--- src/rtl/prison_pkg.sv ---
`default_nettype none
// ============================================================================
// Module   : prison_pkg
// Brief    : Shared FSM state encoding and sizing constants for the prisoner
//            game load path.
// Revision : 1.0 - initial release
// ============================================================================
package prison_pkg;

  localparam int NUM_PRISONERS = 100;
  localparam int KEY_W         = 32;

  typedef enum logic [2:0] {
    IDLE           = 3'd0,
    LOAD_BOXES     = 3'd1,
    LOAD_PRISONERS = 3'd2,
    RUN            = 3'd3,
    WAIT           = 3'd4
  } state_t;

endpackage
`default_nettype wire

--- src/rtl/prison_load_sequencer_if.sv ---
`default_nettype none
// ============================================================================
// Module   : prison_load_sequencer_if
// Brief    : Byte-stream input and game-side load bus of the load sequencer.
// Revision : 1.0 - initial release
// ============================================================================
interface prison_load_sequencer_if;
  import prison_pkg::*;

  logic             in_valid;
  logic [7:0]       in_data;
  logic             in_ready;
  logic             load_boxes;
  logic             load_prisoners;
  logic [7:0]       select;
  logic [7:0]       data;
  logic [KEY_W-1:0] guard_key;
  logic             run;
  logic             game_done;
  logic             win;

  modport master (
    input  in_valid, in_data, game_done, win,
    output in_ready, load_boxes, load_prisoners, select, data, guard_key, run
  );

  modport slave (
    output in_valid, in_data, game_done, win,
    input  in_ready, load_boxes, load_prisoners, select, data, guard_key, run
  );

endinterface
`default_nettype wire

--- src/rtl/perm_tracker.sv ---
`default_nettype none
// ============================================================================
// Module   : perm_tracker
// Brief    : N-bit seen bitmap; flags a byte legal if in range and unseen.
// Revision : 1.0 - initial release
// ============================================================================
module perm_tracker
  import prison_pkg::*;
#(
  parameter int N = NUM_PRISONERS
) (
  input  wire logic       clk,
  input  wire logic       rst,
  input  wire logic       clr,
  input  wire logic       set,
  input  wire logic [7:0] idx,
  output logic            legal
);

  localparam int c_IW = $clog2(N);

  logic [N-1:0]    r_seen;
  logic [c_IW-1:0] w_bit;
  logic            w_in_range;

  assign w_bit      = idx[c_IW-1:0];
  assign w_in_range = ({24'd0, idx} < 32'(N));
  // The bitmap read is only meaningful when in range; the AND masks the rest.
  assign legal      = w_in_range && !r_seen[w_bit];

  always_ff @(posedge clk or posedge rst) begin
    if (rst) begin
      r_seen <= '0;
    end else if (clr) begin
      r_seen <= '0;
    end else if (set) begin
      r_seen[w_bit] <= 1'b1;
    end
  end

endmodule
`default_nettype wire

--- src/rtl/prison_load_sequencer.sv ---
`default_nettype none
// ============================================================================
// Module   : prison_load_sequencer
// Brief    : Loads box contents from a byte stream, auto-loads prisoners,
//            starts the game and captures its result or a timeout.
// Revision : 1.0 - initial release
// ============================================================================
module prison_load_sequencer
  import prison_pkg::*;
#(
  parameter int N       = NUM_PRISONERS,
  parameter int TIMEOUT = 1024
) (
  input  wire logic             clk,
  input  wire logic             rst,
  input  wire logic             start,
  input  wire logic [KEY_W-1:0] key_in,
  prison_load_sequencer_if.master bus,
  output logic                  busy,
  output logic                  done,
  output logic                  result_win,
  output logic                  perm_error,
  output logic                  timeout
);

  localparam int              c_CW        = $clog2(TIMEOUT + 1);
  localparam logic [7:0]      c_LAST_IDX  = 8'(N - 1);
  localparam logic [c_CW-1:0] c_WAIT_LAST = c_CW'(TIMEOUT - 1);

  state_t          r_state;
  logic [7:0]      r_idx;
  logic [c_CW-1:0] r_wait_cnt;
  logic            w_accept;
  logic            w_legal;
  logic            w_clr;
  logic            w_set;

  assign w_accept = (r_state == LOAD_BOXES) && bus.in_ready && bus.in_valid;
  assign w_clr    = (r_state == IDLE) && start;
  assign w_set    = w_accept && w_legal;

  perm_tracker #(
    .N (N)
  ) u_perm_tracker (
    .clk   (clk),
    .rst   (rst),
    .clr   (w_clr),
    .set   (w_set),
    .idx   (bus.in_data),
    .legal (w_legal)
  );

  always_ff @(posedge clk or posedge rst) begin
    if (rst) begin
      r_state            <= IDLE;
      r_idx              <= '0;
      r_wait_cnt         <= '0;
      bus.in_ready       <= 1'b0;
      bus.load_boxes     <= 1'b0;
      bus.load_prisoners <= 1'b0;
      bus.select         <= '0;
      bus.data           <= '0;
      bus.guard_key      <= '0;
      bus.run            <= 1'b0;
      busy               <= 1'b0;
      done               <= 1'b0;
      result_win         <= 1'b0;
      perm_error         <= 1'b0;
      timeout            <= 1'b0;
    end else begin
      bus.load_boxes     <= 1'b0;
      bus.load_prisoners <= 1'b0;
      bus.run            <= 1'b0;
      done               <= 1'b0;

      case (r_state)
        IDLE: begin
          if (start) begin
            bus.guard_key <= key_in;
            r_idx         <= '0;
            result_win    <= 1'b0;
            perm_error    <= 1'b0;
            timeout       <= 1'b0;
            bus.in_ready  <= 1'b1;
            busy          <= 1'b1;
            r_state       <= LOAD_BOXES;
          end
        end

        LOAD_BOXES: begin
          if (w_accept) begin
            if (w_legal) begin
              bus.load_boxes <= 1'b1;
              bus.select     <= r_idx;
              bus.data       <= bus.in_data;
              if (r_idx == c_LAST_IDX) begin
                r_idx        <= '0;
                bus.in_ready <= 1'b0;
                r_state      <= LOAD_PRISONERS;
              end else begin
                r_idx <= r_idx + 8'd1;
              end
            end else begin
              // Out-of-range or duplicate content: abort without a strobe.
              perm_error   <= 1'b1;
              done         <= 1'b1;
              bus.in_ready <= 1'b0;
              busy         <= 1'b0;
              r_state      <= IDLE;
            end
          end
        end

        LOAD_PRISONERS: begin
          bus.load_prisoners <= 1'b1;
          bus.select         <= r_idx;
          bus.data           <= r_idx;
          if (r_idx == c_LAST_IDX) begin
            r_idx   <= '0;
            r_state <= RUN;
          end else begin
            r_idx <= r_idx + 8'd1;
          end
        end

        RUN: begin
          bus.run    <= 1'b1;
          r_wait_cnt <= '0;
          r_state    <= WAIT;
        end

        WAIT: begin
          if (bus.game_done) begin
            result_win <= bus.win;
            done       <= 1'b1;
            busy       <= 1'b0;
            r_state    <= IDLE;
          end else if (r_wait_cnt == c_WAIT_LAST) begin
            timeout    <= 1'b1;
            result_win <= 1'b0;
            done       <= 1'b1;
            busy       <= 1'b0;
            r_state    <= IDLE;
          end else begin
            r_wait_cnt <= r_wait_cnt + 1'b1;
          end
        end

        default: begin
          bus.in_ready <= 1'b0;
          busy         <= 1'b0;
          r_state      <= IDLE;
        end
      endcase
    end
  end

endmodule
`default_nettype wire

--- src/flat_wrapper.sv ---
// flat-port wrapper written by rule: the top's interface ports become plain ports
module prison_load_sequencer_flat import prison_pkg::*;
#(
  parameter int N       = NUM_PRISONERS,
  parameter int TIMEOUT = 1024
)
  (clk, rst, start, key_in, busy, done, result_win, perm_error, timeout, bus_in_valid, bus_in_data, bus_game_done, bus_win, bus_in_ready, bus_load_boxes, bus_load_prisoners, bus_select, bus_data, bus_guard_key, bus_run);
  prison_load_sequencer_if bus_i ();
  input  wire logic clk;
  input  wire logic rst;
  input  wire logic start;
  input  wire logic [KEY_W-1:0] key_in;
  output logic busy;
  output logic done;
  output logic result_win;
  output logic perm_error;
  output logic timeout;
  input wire logic [$bits(bus_i.in_valid)-1:0] bus_in_valid;
  input wire logic [$bits(bus_i.in_data)-1:0] bus_in_data;
  input wire logic [$bits(bus_i.game_done)-1:0] bus_game_done;
  input wire logic [$bits(bus_i.win)-1:0] bus_win;
  output wire logic [$bits(bus_i.in_ready)-1:0] bus_in_ready;
  output wire logic [$bits(bus_i.load_boxes)-1:0] bus_load_boxes;
  output wire logic [$bits(bus_i.load_prisoners)-1:0] bus_load_prisoners;
  output wire logic [$bits(bus_i.select)-1:0] bus_select;
  output wire logic [$bits(bus_i.data)-1:0] bus_data;
  output wire logic [$bits(bus_i.guard_key)-1:0] bus_guard_key;
  output wire logic [$bits(bus_i.run)-1:0] bus_run;
  assign bus_i.in_valid = bus_in_valid;
  assign bus_i.in_data = bus_in_data;
  assign bus_i.game_done = bus_game_done;
  assign bus_i.win = bus_win;
  assign bus_in_ready = bus_i.in_ready;
  assign bus_load_boxes = bus_i.load_boxes;
  assign bus_load_prisoners = bus_i.load_prisoners;
  assign bus_select = bus_i.select;
  assign bus_data = bus_i.data;
  assign bus_guard_key = bus_i.guard_key;
  assign bus_run = bus_i.run;
  prison_load_sequencer #(.N(N), .TIMEOUT(TIMEOUT)) u_core (.clk(clk), .rst(rst), .start(start), .key_in(key_in), .bus(bus_i), .busy(busy), .done(done), .result_win(result_win), .perm_error(perm_error), .timeout(timeout));
endmodule
--- config.mk ---
export PLATFORM = sky130hd
export DESIGN_NAME = prison_load_sequencer_flat
export DESIGN_NICKNAME = d
export VERILOG_FILES = /design/src/rtl/prison_pkg.sv /design/src/rtl/prison_load_sequencer_if.sv /design/src/rtl/perm_tracker.sv /design/src/rtl/prison_load_sequencer.sv /design/src/flat_wrapper.sv
export SDC_FILE = /design/constraint.sdc
export NUM_CORES = 1
export LEC_CHECK = 0
export ABC_AREA = 1
export BUFFER_PORTS_ARGS = -buffer_cell sky130_fd_sc_hd__buf_2
export CAP_MARGIN = 10
export CELL_PAD_IN_SITES_DETAIL_PLACEMENT = 0
export CELL_PAD_IN_SITES_GLOBAL_PLACEMENT = 1
export CORE_ASPECT_RATIO = 1.25
export CORE_MARGIN = 4
export CORE_UTILIZATION = 43
export DETAILED_ROUTE_END_ITERATION = 7
export PLACE_DENSITY_LB_ADDON = 0.1
export SYNTH_ARGS = -nofsm -noshare
export SYNTH_HDL_FRONTEND = slang
export SYNTH_SLANG_ARGS = --single-unit
export TNS_END_PERCENT = 5
--- constraint.sdc ---
create_clock -name clk -period 7.2 [get_ports clk]
set_input_delay 1.8 -clock clk [delete_from_list [all_inputs] [get_ports clk]]
set_output_delay 1.8 -clock clk [all_outputs]
set_load 0.01 [all_outputs]
==> reports/metrics.cfg <==
[synthesis]
synth_cells=1417
synth_async_sr_flop_share_pct=100
synth_nets=1465
synth_commonest_cells=nand2_1, dfrtp_1, nor2_1, nand3_1, a21oi_1
synthMuxAreaShare_pct=0
synthesis.area_sq_mm=0.00977
synth_seq_cells=179
synth_cell_type_count=28
synth-adder-area-share_pct=0.256
synth_simple_gate_area_share_pct=37.3
synth_top_family_by_area=simple AND/OR/NAND/NOR gates
ys_seq_area_share_pct=45.8
synth_compound_area_share_pct=8.34
avgSynthCellArea_sq_um=6.90
yosys-top-cells-area=dfrtp_1, nand2_1, nand3_1, nor2_1, a21oi_1
yosys_warnings=0
synth_xor_xnor_area_share_pct=0.179
synth_edf_count=0
yosysMostFrequentCell=nand2_1
yosys.area.top_type_share_pct=45.8
yosysTopAreaCell=dfrtp_1
synth_ff_type=dfrtp_1

[worst_setup_path]
cp_slowest_cell=buf_4
crit_top_cell=nand2_1
cp_max_fo=101
critPathKind=input port to register
critPathRequiredTime_ns=7.57
max_stage_delay_ns=0.85
cp-start-kind=input port
crit_chain=buf_2, inv_2, nor2_1, nand3_1, nand2_1, nor2_1, nor2_1, nor2_1, nand2_1, nand2_1, nand2_1, nor2_2, nand2_2, inv_2, nand2_4, buf_4, nand3_1, nand2_1
crit_arrival_ns=5.07
end_kind=register

[global_routing]
grt.total_usage_pct=22.5
grt_max_degree=124
grt_pass1_wl_mm=45.7
grt_pass1_vias=8662
gr-total-overflow=0
antenna_found_initial=0

[die]
rows=61
die_h_um=177
fp.coreArea_sq_mm=0.0223
die-area_sq_mm=0.0252
start_util_pct=43.8
io_pins=103
floorplan.die.width_um=143

[timing]
worstMarginPinSlew_ns=1.19
fin_crit_sh_pct=65.2
slew_violations=0
setup_tns_ns=0
setup_viol=0
fin_ws_ns=2.50
grt_setup_unrepaired=no
min_period_ns=4.70
final-hold-violation-count=0
fin_skew_ns=0.0119
fmax_mhz=213
slew_headroom_pct=20.4

[power]
ir_drop_v=0.000170
power.leakage_uw=0.00582
seq_power_share_pct=39.3
power_density_mw_per_mm2=306
p_int_uw=1950
pwr-share-comb_pct=33.7
switchingPower_uw=1380
switching_share_pct=41.4
clkPwrFrac_pct=27.0

[placed_design]
gp_congestion=0.785
dp_slack_ns=1.98
place_area_sq_mm=0.0103
port_buffers=102
detailed_place_hpwl_mm=16.5

[clock_tree]
insertion_delay_ns=0.43
cts_hold_buf=0
postCtsSetupRepairBufs=0
h-tree-depth=4
numCtsBuffers=17
clk_pin_slew_worst_paths_ns=0.08
root_buffer=clkbuf_16
cts.repair.resized=0
cts_sinks=179
cts_buffer_depth=2
cts_tree=built

[detailed_routing]
wire_per_inst_um=15.7
drc=0
drt_wl_total_mm=27.8
drt_iter0_drc=674
viasPerCell=5.11
antenna_left=0
drt_first_pass_iters=7
vias=9042

[finish]
fin_area_sq_mm=0.0109
antenna_cells=0
areaGrowthSynthToFinish_pct=11.3
nets=1522
drive_above_1_share_pct=10.8

[outcome]
status=finished clean

[job]
cap_violations=0

[min_path]
hold_path_class=register to register

[logic make-up after synthesis]
family / count (synthesis)
AND/OR/NAND/NOR: 909
buffers and inverters: 165
XOR/XNOR: 2
adder cells (fa/ha/maj): 2
flip-flops: 179
AO/OA/AOI/OAI: 160
[final timing paths]
| check | start | to | slack, ns | cells after the start |
|---|---|---|---|---|
| min in group asynchronous | rst | u_core.bus.guard_key[4] | 1.54 | 2 |
| max | bus_in_data[1] | u_core.u_perm_tracker.r_seen[45] | 2.50 | 18 |
| min reg2reg | u_core.bus.guard_key[10] | u_core.bus.guard_key[10] | 0.47 | 2 |
| max reg2reg | u_core.r_wait_cnt[0] | u_core.u_perm_tracker.r_seen[3] | 3.74 | 12 |
| max in group asynchronous | rst | u_core.u_perm_tracker.r_seen[55] | 4.31 | 3 |
| min | u_core.bus.guard_key[10] | u_core.bus.guard_key[10] | 0.47 | 2 |
[registers in the layout, indices dropped and copies added, names as in the netlist, 3 cells and up]
register,cells
u_core.r_wait_cnt,11
u_core.u_perm_tracker.r_seen,100
u_core.bus.select,8
u_core.r_idx,8
u_core.bus.guard_key,32
u_core.r_state,3
u_core.bus.data,8
[through the flow]
stage | std cells | hold WS, ns | util, % | total power [uW]
floorplan | 1417 | 0.435 | - | 2120
global placement | 1738 | 0.452 | 46.3 | 2460
detailed placement | 1738 | 0.453 | 46.3 | 2460
CTS | 1770 | 0.473 | 48.8 | 3370
global route | 1770 | 0.494 | 48.8 | 3560
finish | 1770 | 0.470 | 48.8 | 3330
[per-layer routing]
| metal | GRT usage (%) | vias to the layer above | routed length (um) |
|---|---|---|---|
| met5 | 0 | - | 0 |
| met4 | 7.17 | 0 | 614 |
| met3 | 3.63 | 37 | 1260 |
| met2 | 35.6 | 223 | 12600 |
| met1 | 31.5 | 4207 | 13300 |
| li1 | - | 4575 | - |
[placed cells by master (no fill, tap or decap), types with 2 or more instances in the layout]
master,instances
nor3_4,2
buf_2,102
nand2_1,595
a21oi_1,115
ha_1,2
nor2_2,2
o21ai_1,14
nand2_4,2
o21ai_0,26
nor3_1,9
clkinvlp_4,4
xor2_1,2
clkbuf_16,17
inv_1,81
inv_8,5
clkinv_4,3
inv_2,4
o21a_1,2
nand2_2,2
buf_4,13
inv_6,2
nor2_1,156
dfrtp_1,179
nand4_1,9
clkbuf_1,2
nand3_1,129
[area by class of cell]
type,instances,area (sq um)
clock buffers,19,433
repair buffers,116,628
fillers,2282,11400
inverters,87,337
flip-flops and latches,179,4480
well taps,283,354
clock inverters,13,119
multi-input cells,1073,4530
[power by group through the flow]
stage          logic (uW)  registers (uW)  clock network (uW)
2_1_floorplan         749            1370                   0
3_3_place_gp         1130            1330                   0
3_5_place_dp         1140            1320                   0
4_1_cts              1140            1310                 923
5_1_grt              1270            1330                 956
6_report             1120            1310                 899
[critical path: cells and delay by family]
kind / cells / cell delay, ns
simple gates: 14 / 1.64
buf+inv: 4 / 1.56
Note: power is estimated with default switching activity, not from simulation.
